===== src/rtl/tbird_pkg.sv =====
// Shared types and lamp patterns for the Thunderbird tail-light sequencer.
package tbird_pkg;

  typedef enum logic [2:0] {
    IDLE = 3'd0,
    L1   = 3'd1,
    L2   = 3'd2,
    L3   = 3'd3,
    R1   = 3'd4,
    R2   = 3'd5,
    R3   = 3'd6,
    HAZ  = 3'd7
  } tbird_state_e;

  localparam logic [2:0] LAMP_OFF = 3'b000;
  localparam logic [2:0] LAMP_1   = 3'b001;
  localparam logic [2:0] LAMP_2   = 3'b011;
  localparam logic [2:0] LAMP_3   = 3'b111;

  function automatic logic is_left_seq(input tbird_state_e st);
    return (st == L1) || (st == L2) || (st == L3);
  endfunction

  function automatic logic is_right_seq(input tbird_state_e st);
    return (st == R1) || (st == R2) || (st == R3);
  endfunction

endpackage


===== src/rtl/tbird_tick.sv =====
// Prescaler: counts 0..TICK_DIV-1 and strobes tick in the terminal-count cycle.
module tbird_tick #(
  parameter int TICK_DIV = 12_500_000
) (
  input  logic clk,
  input  logic reset,
  output logic tick
);

  localparam int CW = (TICK_DIV > 1) ? $clog2(TICK_DIV) : 1;
  localparam logic [CW-1:0] LAST = CW'(TICK_DIV - 1);
  localparam logic [CW-1:0] ONE  = CW'(1);

  logic [CW-1:0] count_r;

  // Free-running divider, wraps at LAST so it never exceeds TICK_DIV-1
  always_ff @(posedge clk) begin
    if (reset) begin
      count_r <= '0;
    end else if (count_r == LAST) begin
      count_r <= '0;
    end else begin
      count_r <= count_r + ONE;
    end
  end

  assign tick = (count_r == LAST);

endmodule


===== src/rtl/tbird_sequencer.sv =====
// Arbitrated Thunderbird tail-light controller: one Moore FSM drives both banks.
// Optional brake override enabled by defining TBIRD_BRAKE_EN.
module tbird_sequencer
  import tbird_pkg::*;
#(
  parameter int TICK_DIV = 12_500_000
) (
  input  logic       clk,
  input  logic       reset,
  input  logic       left_req,
  input  logic       right_req,
  input  logic       hazard_req,
  input  logic       brake,
  output logic [2:0] left_lamps,
  output logic [2:0] right_lamps,
  output logic       tick
);

  logic         tick_s;
  tbird_state_e state_r;
  tbird_state_e next_s;
  logic [2:0]   left_base_s;
  logic [2:0]   right_base_s;

  tbird_tick #(.TICK_DIV(TICK_DIV)) u_tick (
    .clk   (clk),
    .reset (reset),
    .tick  (tick_s)
  );

  assign tick = tick_s;

  // State register
  always_ff @(posedge clk) begin
    if (reset) begin
      state_r <= IDLE;
    end else begin
      state_r <= next_s;
    end
  end

  // Next-state: requests are only looked at on a tick; hazard preempts turns
  always_comb begin
    next_s = state_r;
    if (tick_s) begin
      case (state_r)
        IDLE: begin
          if (hazard_req || (left_req && right_req)) begin
            next_s = HAZ;
          end else if (left_req) begin
            next_s = L1;
          end else if (right_req) begin
            next_s = R1;
          end else begin
            next_s = IDLE;
          end
        end
        L1:      next_s = hazard_req ? HAZ : L2;
        L2:      next_s = hazard_req ? HAZ : L3;
        L3:      next_s = hazard_req ? HAZ : IDLE;
        R1:      next_s = hazard_req ? HAZ : R2;
        R2:      next_s = hazard_req ? HAZ : R3;
        R3:      next_s = hazard_req ? HAZ : IDLE;
        HAZ:     next_s = IDLE;
        default: next_s = IDLE;
      endcase
    end else begin
      next_s = state_r;
    end
  end

  // Lamp decode straight from the state register
  always_comb begin
    left_base_s  = LAMP_OFF;
    right_base_s = LAMP_OFF;
    case (state_r)
      IDLE: begin
        left_base_s  = LAMP_OFF;
        right_base_s = LAMP_OFF;
      end
      L1:  left_base_s  = LAMP_1;
      L2:  left_base_s  = LAMP_2;
      L3:  left_base_s  = LAMP_3;
      R1:  right_base_s = LAMP_1;
      R2:  right_base_s = LAMP_2;
      R3:  right_base_s = LAMP_3;
      HAZ: begin
        left_base_s  = LAMP_3;
        right_base_s = LAMP_3;
      end
      default: begin
        left_base_s  = LAMP_OFF;
        right_base_s = LAMP_OFF;
      end
    endcase
  end

`ifdef TBIRD_BRAKE_EN
  // Brake lights every bank that is not currently running a turn sequence
  assign left_lamps  = (brake && !is_left_seq(state_r))  ? LAMP_3 : left_base_s;
  assign right_lamps = (brake && !is_right_seq(state_r)) ? LAMP_3 : right_base_s;
`else
  logic brake_unused_s;
  assign brake_unused_s = brake;
  assign left_lamps     = left_base_s;
  assign right_lamps    = right_base_s;
`endif

endmodule


===== config.mk =====
export PLATFORM = sky130hd
export DESIGN_NAME = tbird_sequencer
export DESIGN_NICKNAME = d
export VERILOG_FILES = /design/src/rtl/tbird_pkg.sv /design/src/rtl/tbird_tick.sv /design/src/rtl/tbird_sequencer.sv
export SDC_FILE = /design/constraint.sdc
export NUM_CORES = 1
export LEC_CHECK = 0
export ABC_AREA = 1
export ABC_CLOCK_PERIOD_IN_PS = 3500
export CORE_ASPECT_RATIO = 0.9
export CORE_MARGIN = 4
export CORE_UTILIZATION = 62
export DETAILED_ROUTE_END_ITERATION = 12
export PLACE_DENSITY = 0.84
export SKIP_LAST_GASP = 1
export SLEW_MARGIN = 20
export SYNTH_ARGS = -nofsm -noshare
export SYNTH_HDL_FRONTEND = slang
export SYNTH_SLANG_ARGS = --single-unit

===== constraint.sdc =====
create_clock -name clk -period 3.5 [get_ports clk]
set_input_delay 0.525 -clock clk [delete_from_list [all_inputs] [get_ports clk]]
set_output_delay 0.525 -clock clk [all_outputs]
set_load 0.02 [all_outputs]

==> metrics.txt, run 1 <==
Seq pwr share=65.7%; via/cell ratio=around 5.4; switching pwr=0.0001138 W; Non-Filler Instances=314; Hold WS=~490 ps; Yosys top cell area share=31.46%; Worst VDD drop=0.0001752 V; dominant synthesized flop cell=dfxtp_1; grt ovf=0; syn nets=281; first-pass GRT wire length=6244 um; post-synth top area cell=dfxtp_1; r2r worst-path depth=8; Avg Inst Size Synth=between 6 and 7 um2; Routed Antenna Nets=0; DRC=0; min-delay src=u_tick.count_r[22]$_SDFF_PP0_; top cells by count, synth=nand2_1, nor2_1, dfxtp_1, inv_1, a21oi_2; total clock sinks=27; EDFF count, synth=0; initial antenna violation count=0; routed wire length per instance=about 12 um; Setup Fix Bufs, Post-CTS=0; CP Cell Sequence=ha_1 -> nand2_2 -> inv_2 -> nand2_2 -> nor2_4 -> nand3_4 -> inv_1 -> clkdlybuf4s50_1; cell family with most CP delay=buffers and inverters; worst slew pin tran=327.4 ps; Gate power share=4.6%; Area contributors post-synth=dfxtp_1, nand2_1, nor2_1; layout cell share with drive strength beyond 1=about an eighth; vias in the first global route=1389; Final setup violation count=0; Die Width=63.49 um; number of H-tree levels=1; port bufs=11; Clock Power Share=29.7%; post-DP HPWL=2898 um; Switching Share=23.82%; Netlist cell types=26; Critical Path Stages=8; num ports=13; final WL=3796 um; Total Routing Usage GR=21.69%; largest net degree at the start of global routing=25; data arrival time of the critical path=2260 ps; Layout area overhead=8.449%; Initial Util=67.30%; max-cap violations=0; via count=1685; clk_lat worst skew=340 ps; Setup Crit Path Kind=reg2out; Placer Congestion=0.9113; cts repair resizes=0; CP endpoint=tick; fin. max-slew vios=0; CP Max Fanout=6; Relative slew margins=between 70% and 80%; FF-to-FF End=u_tick.count_r[12]$_SDFF_PP0_; Power Density=256.4 mW/mm2; First-pass DRT Iterations=5; CTS Root Buffer Type=clkbuf_4; Slowest-stage cell, CP=clkdlybuf4s50_1; Cells after DPL=just over 300; unrepaired setup endpoints after global routing=no; Slowest Stage Delay on Critical Path=roughly 600 ps; warnings from Yosys=0; total CTS buffers=3; period utilization=between 70% and 80%; CTS tree=yes; CORE AREA=roughly 0.0026 mm2; Worst EP required=slightly below 3000 ps; Hold Path Class=reg2reg; ANT cells=0; Mapped Area=about 0.0017 mm2; Most Frequent Cell on Critical Path=nand2_2; Tmin final=2784 ps; iteration-0 DRC count of the detailed router=166; Synth async-reset ratio=0%; leakage=0.6199 nW; R2R Path Start=u_tick.count_r[0]$_SDFF_PP0_; Max Buffers Root-to-Sink=2; Die Ht=57.94 um; internal power=0.0003639 W; Startpoint Class=flop; # fillers=approximately 230; Crit. Startpoint=u_tick.count_r[0]$_SDFF_PP0_; nets@finish=294; post-route clock skew=5.052 ps; # hold bufs at CTS=0; DIE AREA=0.003678 mm2; Final Hold Viols=0; r2r setup slk=1770 ps; FP Rows=17; cells after synthesis=around 270; Clk pin slew, worst setup/hold paths=150 ps; CP endpoint kind=output pin; #FFs+latches synth=27; run status=complete, no violations; Seq/Total Area, Yosys=between 30% and 40%; Worst Path Buf+Inv=3; total negative slack=0 ps; fmax=359.1 MHz; most frequent cell after synthesis=nand2_1
## per-layer routing
layer  GRT usage, %  vias to the layer above  share of wire [%]
li1               -                      875                  -
met1          31.33                      732                 47
met2          30.51                       69                 41
met3          5.620                        9                 10
met4          8.615                        0                1.8
met5              0                        -                  0
## how the worst min path moves through the flow
stage	end	slack, ps	depth (start not counted)
global placement	u_tick.count_r[22]$_SDFF_PP0_	470	2
finish	u_tick.count_r[22]$_SDFF_PP0_	490	2
CTS	u_tick.count_r[22]$_SDFF_PP0_	500	2
floorplan	u_tick.count_r[22]$_SDFF_PP0_	450	2
global route	u_tick.count_r[22]$_SDFF_PP0_	520	2
detailed placement	u_tick.count_r[22]$_SDFF_PP0_	480	2
## worst reg2reg max path: cells and delay by family (launching register included)
family | cells | cell delay [ps]
AND/OR/NAND/NOR | 6 | 780
flip-flops | 1 | 480
adder cells (fa/ha/maj) | 1 | 300
buffers and inverters | 1 | 80
## sequential cells by signal (all words and copies together) (netlist names)
| name | count |
|---|---|
| state_r | 3 |
| u_tick.count_r | 24 |
## placed cells by master (no fill, tap or decap), types with 3 or more instances in the layout
| master | n |
|---|---|
| a21oi_1 | 5 |
| a21oi_2 | 10 |
| clkbuf_4 | 3 |
| clkdlybuf4s50_1 | 11 |
| dfxtp_1 | 27 |
| inv_1 | 27 |
| inv_2 | 4 |
| nand2_1 | 87 |
| nand2_2 | 6 |
| nand3_1 | 9 |
| nand3b_1 | 6 |
| nand4_1 | 5 |
| nor2_1 | 55 |
| nor2_2 | 6 |
| o21ai_0 | 6 |
| xnor2_1 | 4 |
| xor2_1 | 3 |
## area by class of cell
cell class	instances	area [um2]	share of cell area, %
multi-input combinational	213	1035	55.54
sequential	27	540.5	29.01
inverter	31	116.4	6.246
timing repair buffer	11	110.1	5.910
tap	28	35.03	1.880
clock buffer	4	26.28	1.410
## kinds of logic after synthesis
family                     synth area share (%)
and+or+nand+nor                           46.98
buffers and inverters                     8.303
DFF                                       31.46
AOI/OAI and AO/OA                         8.958
xor gates and xnor gates                  3.569
adders and majority gates                0.7282
## per-stage QoR
| stage | area (um2) | power [W] | utilization, % | setup slack [ps] |
|---|---|---|---|---|
| 3_5_place_dp | 1837 | 0.0003427 | 71.96 | 1116 |
| 2_1_floorplan | 1718 | 0.0003363 | - | 1753 |
| 6_report | 1863 | 0.0004777 | 72.99 | 715.5 |
| 5_1_grt | 1863 | 0.0004980 | 72.99 | 560.8 |
| 3_3_place_gp | 1837 | 0.0003425 | 71.96 | 1137 |
| 4_1_cts | 1863 | 0.0004798 | 72.99 | 715.5 |
## power by group through the flow
stage               Clock, W  Combinational, W  Sequential (W)
global route        0.000158         0.0000254        0.000315
finish              0.000142         0.0000220        0.000314
detailed placement         0         0.0000221        0.000321
CTS                 0.000144         0.0000220        0.000314
global placement           0         0.0000219        0.000321
floorplan                  0         0.0000163        0.000320
Power figures use the tool's default switching activity.
==> inputs of run 2 (changes only) <==
--- a/config.mk
+++ b/config.mk
@@ -6,12 +6,12 @@
 export NUM_CORES = 1
 export LEC_CHECK = 0
 export ABC_AREA = 1
-export ABC_CLOCK_PERIOD_IN_PS = 3500
+export ABC_CLOCK_PERIOD_IN_PS = 2900
 export CORE_ASPECT_RATIO = 0.9
 export CORE_MARGIN = 4
-export CORE_UTILIZATION = 62
+export CORE_UTILIZATION = 58
 export DETAILED_ROUTE_END_ITERATION = 12
-export PLACE_DENSITY = 0.84
+export PLACE_DENSITY = 0.79
 export SKIP_LAST_GASP = 1
 export SLEW_MARGIN = 20
 export SYNTH_ARGS = -nofsm -noshare
==> constraint.sdc (replaced) <==
create_clock -name clk -period 2.9 [get_ports clk]
set_input_delay 0.435 -clock clk [delete_from_list [all_inputs] [get_ports clk]]
set_output_delay 0.435 -clock clk [all_outputs]
set_load 0.02 [all_outputs]
==> run 2 against run 1 <==
Count of clock-buffer cells in the layout is the same. Largest cell class unchanged. Core utilization shrank 5.7 points. Critical path depth is the same. Final area grew 0.81%. Wire length grew 4.8%. Critical path type unchanged.
==> metrics.txt, run 2 (synthesis results as in run 1) <==
initial antenna violation count=0 (unchanged); unrepaired setup endpoints after global routing=no; data arrival time of the critical path=2260 ps (about the same); via/cell ratio=5.175 (-3.6%); Relative slew margins=77.67% (-0.49 points); iteration-0 DRC count of the detailed router=123 (-26%); Slowest-stage cell, CP=clkdlybuf4s50_1; leakage=0.6199 nW (unchanged); cts repair resizes=0 (unchanged); post-route clock skew=7.222 ps (+2.171 ps); clk_lat worst skew=330 ps (about the same); Startpoint Class=flop; worst slew pin tran=334.7 ps (+7.342 ps); Gate power share=4.7% (about the same); Layout area overhead=9.323%; Top reg by flops=u_tick.count_r; Routed Antenna Nets=0 (unchanged); fin. max-slew vios=0 (unchanged); FP Rows=18 (+1); DIE AREA=0.003898 mm2 (+6.0%); CP Cell Sequence=ha_1 -> nand2_2 -> inv_2 -> nand2_2 -> nor2_4 -> nand3_4 -> inv_1 -> clkdlybuf4s50_1; routed wire length per instance=12.21 um (+0.96%); first-pass GRT wire length=6955 um (+11%); Worst EP required=2470 ps (-500 ps); CP endpoint kind=output pin; layout cell share with drive strength beyond 1=11.89% (unchanged); Setup Crit Path Kind=reg2out; ANT cells=0 (unchanged); Hold WS=521.8 ps (+29.83 ps); total CTS buffers=3 (unchanged); Setup Fix Bufs, Post-CTS=0 (unchanged); Placer Congestion=0.9425 (+3.4%); max reg flops=24 (unchanged); Initial Util=61.51% (-5.8 points); via count=1687 (+0.12%); Total Routing Usage GR=23.18% (+1.5 points); Final setup violation count=0 (unchanged); period utilization=92.95%; CORE AREA=0.002793 mm2 (+9.4%); switching pwr=0.0001321 W (+16%); Power Density=304.1 mW/mm2 (+19%); # hold bufs at CTS=0 (unchanged); # fillers=266 (+17%); CTS tree=yes; Final Hold Viols=0 (unchanged); Switching Share=23.13% (-0.70 points); Die Width=65.37 um (+3.0%); run status=complete, no violations; port bufs=11 (unchanged); First-pass DRT Iterations=4 (-1); Most Frequent Cell on Critical Path=nand2_2; largest net degree at the start of global routing=25 (unchanged); Tmin final=roughly 2700 ps; nets@finish=294 (unchanged); Slowest Stage Delay on Critical Path=610 ps (about the same); largest registers=u_tick.count_r x24, state_r x3; Clk pin slew, worst setup/hold paths=140 ps (about the same); Max Buffers Root-to-Sink=2 (unchanged); internal power=0.0004391 W (+21%); max-cap violations=0 (unchanged); Seq pwr share=66.3% (+0.6 points); most frequent cells in the layout=nand2_1, nor2_1, inv_1, dfxtp_1, clkdlybuf4s50_1; DRC=0 (unchanged); Clock Power Share=29.0% (-0.7 points); fmax=371.0 MHz; final WL=3979 um (+4.8%); Die Ht=59.63 um (+2.9%); grt ovf=0 (unchanged); total negative slack=0 ps (unchanged); CP Max Fanout=6 (unchanged); vias in the first global route=1513 (+8.9%); most common library cell in the layout ignoring fill and taps=nand2_1; Worst VDD drop=0.0002594 V (+48%); post-DP HPWL=3130 um (+8.0%); CTS Root Buffer Type=clkbuf_4; total clock sinks=27 (unchanged); num ports=13 (unchanged); number of H-tree levels=1 (unchanged); Hold Path Class=reg2reg
-- run 2: cell counts in the layout (fill, tap and decap cells not counted) --
Identical to the previous run, type by type.
-- run 2: path summary, 6_finish.rpt --
| check | start | to | slack [ps] | cells after the start |
|---|---|---|---|---|
| worst min register to register | u_tick.count_r[23]$_SDFF_PP0_ | u_tick.count_r[23]$_SDFF_PP0_ | 520 | 2 |
| worst max-delay path | u_tick.count_r[0]$_SDFF_PP0_ | tick | 200 | 8 |
| worst max register to register | u_tick.count_r[0]$_SDFF_PP0_ | u_tick.count_r[15]$_SDFF_PP0_ | 1170 | 8 |
| worst min-delay path | u_tick.count_r[23]$_SDFF_PP0_ | u_tick.count_r[23]$_SDFF_PP0_ | 520 | 2 |
-- run 2: critical path, delay by kind of cell, from the launching register on --
| kind | cells | cell delay (ps) |
|---|---|---|
| adders and majority gates | 1 | 290 |
| buffers and inverters | 3 | 770 |
| DFF | 1 | 460 |
| and+or+nand+nor | 4 | 390 |
-- run 2: through the flow --
| step | total power, W | utilization (%) | worst slack (ps) | cells | area, um2 |
|---|---|---|---|---|---|
| 6_report | 0.0005712 | 67.25 | 204.6 | 326 | 1878 |
| 4_1_cts | 0.0005779 | 67.25 | 197.1 | 326 | 1878 |
| 5_1_grt | 0.0005996 | 67.25 | 81.88 | 326 | 1878 |
| 3_5_place_dp | 0.0004133 | 66.31 | 589.3 | 322 | 1852 |
| 3_3_place_gp | 0.0004132 | 66.31 | 648.0 | 322 | 1852 |
| 2_1_floorplan | 0.0004058 | - | 1243 | 274 | 1718 |
-- run 2: power groups by stage --
stage	Sequential [W]	Clock, W	Combinational, W
6_report	0.000379	0.000166	0.0000266
4_1_cts	0.000379	0.000173	0.0000266
5_1_grt	0.000380	0.000190	0.0000296
2_1_floorplan	0.000386	0	0.0000197
3_5_place_dp	0.000387	0	0.0000265
3_3_place_gp	0.000387	0	0.0000265
-- run 2: final cells by class --
class / instances / area [um2] / share of cell area, %
timing repair buffer: 11 / 110.1 / 5.863
clock buffer: 4 / 26.28 / 1.399
tap: 40 / 50.05 / 2.665
multi-input combinational: 213 / 1035 / 55.10
inverter: 31 / 116.4 / 6.196
sequential: 27 / 540.5 / 28.78
-- run 2: layer usage --
layer	share of wire, %	track usage [%]	vias to the layer above
li1	-	-	872
met1	46	32.64	756
met2	43	35.50	47
met3	8.3	4.934	12
met4	2.1	7.101	0
met5	0	0	-
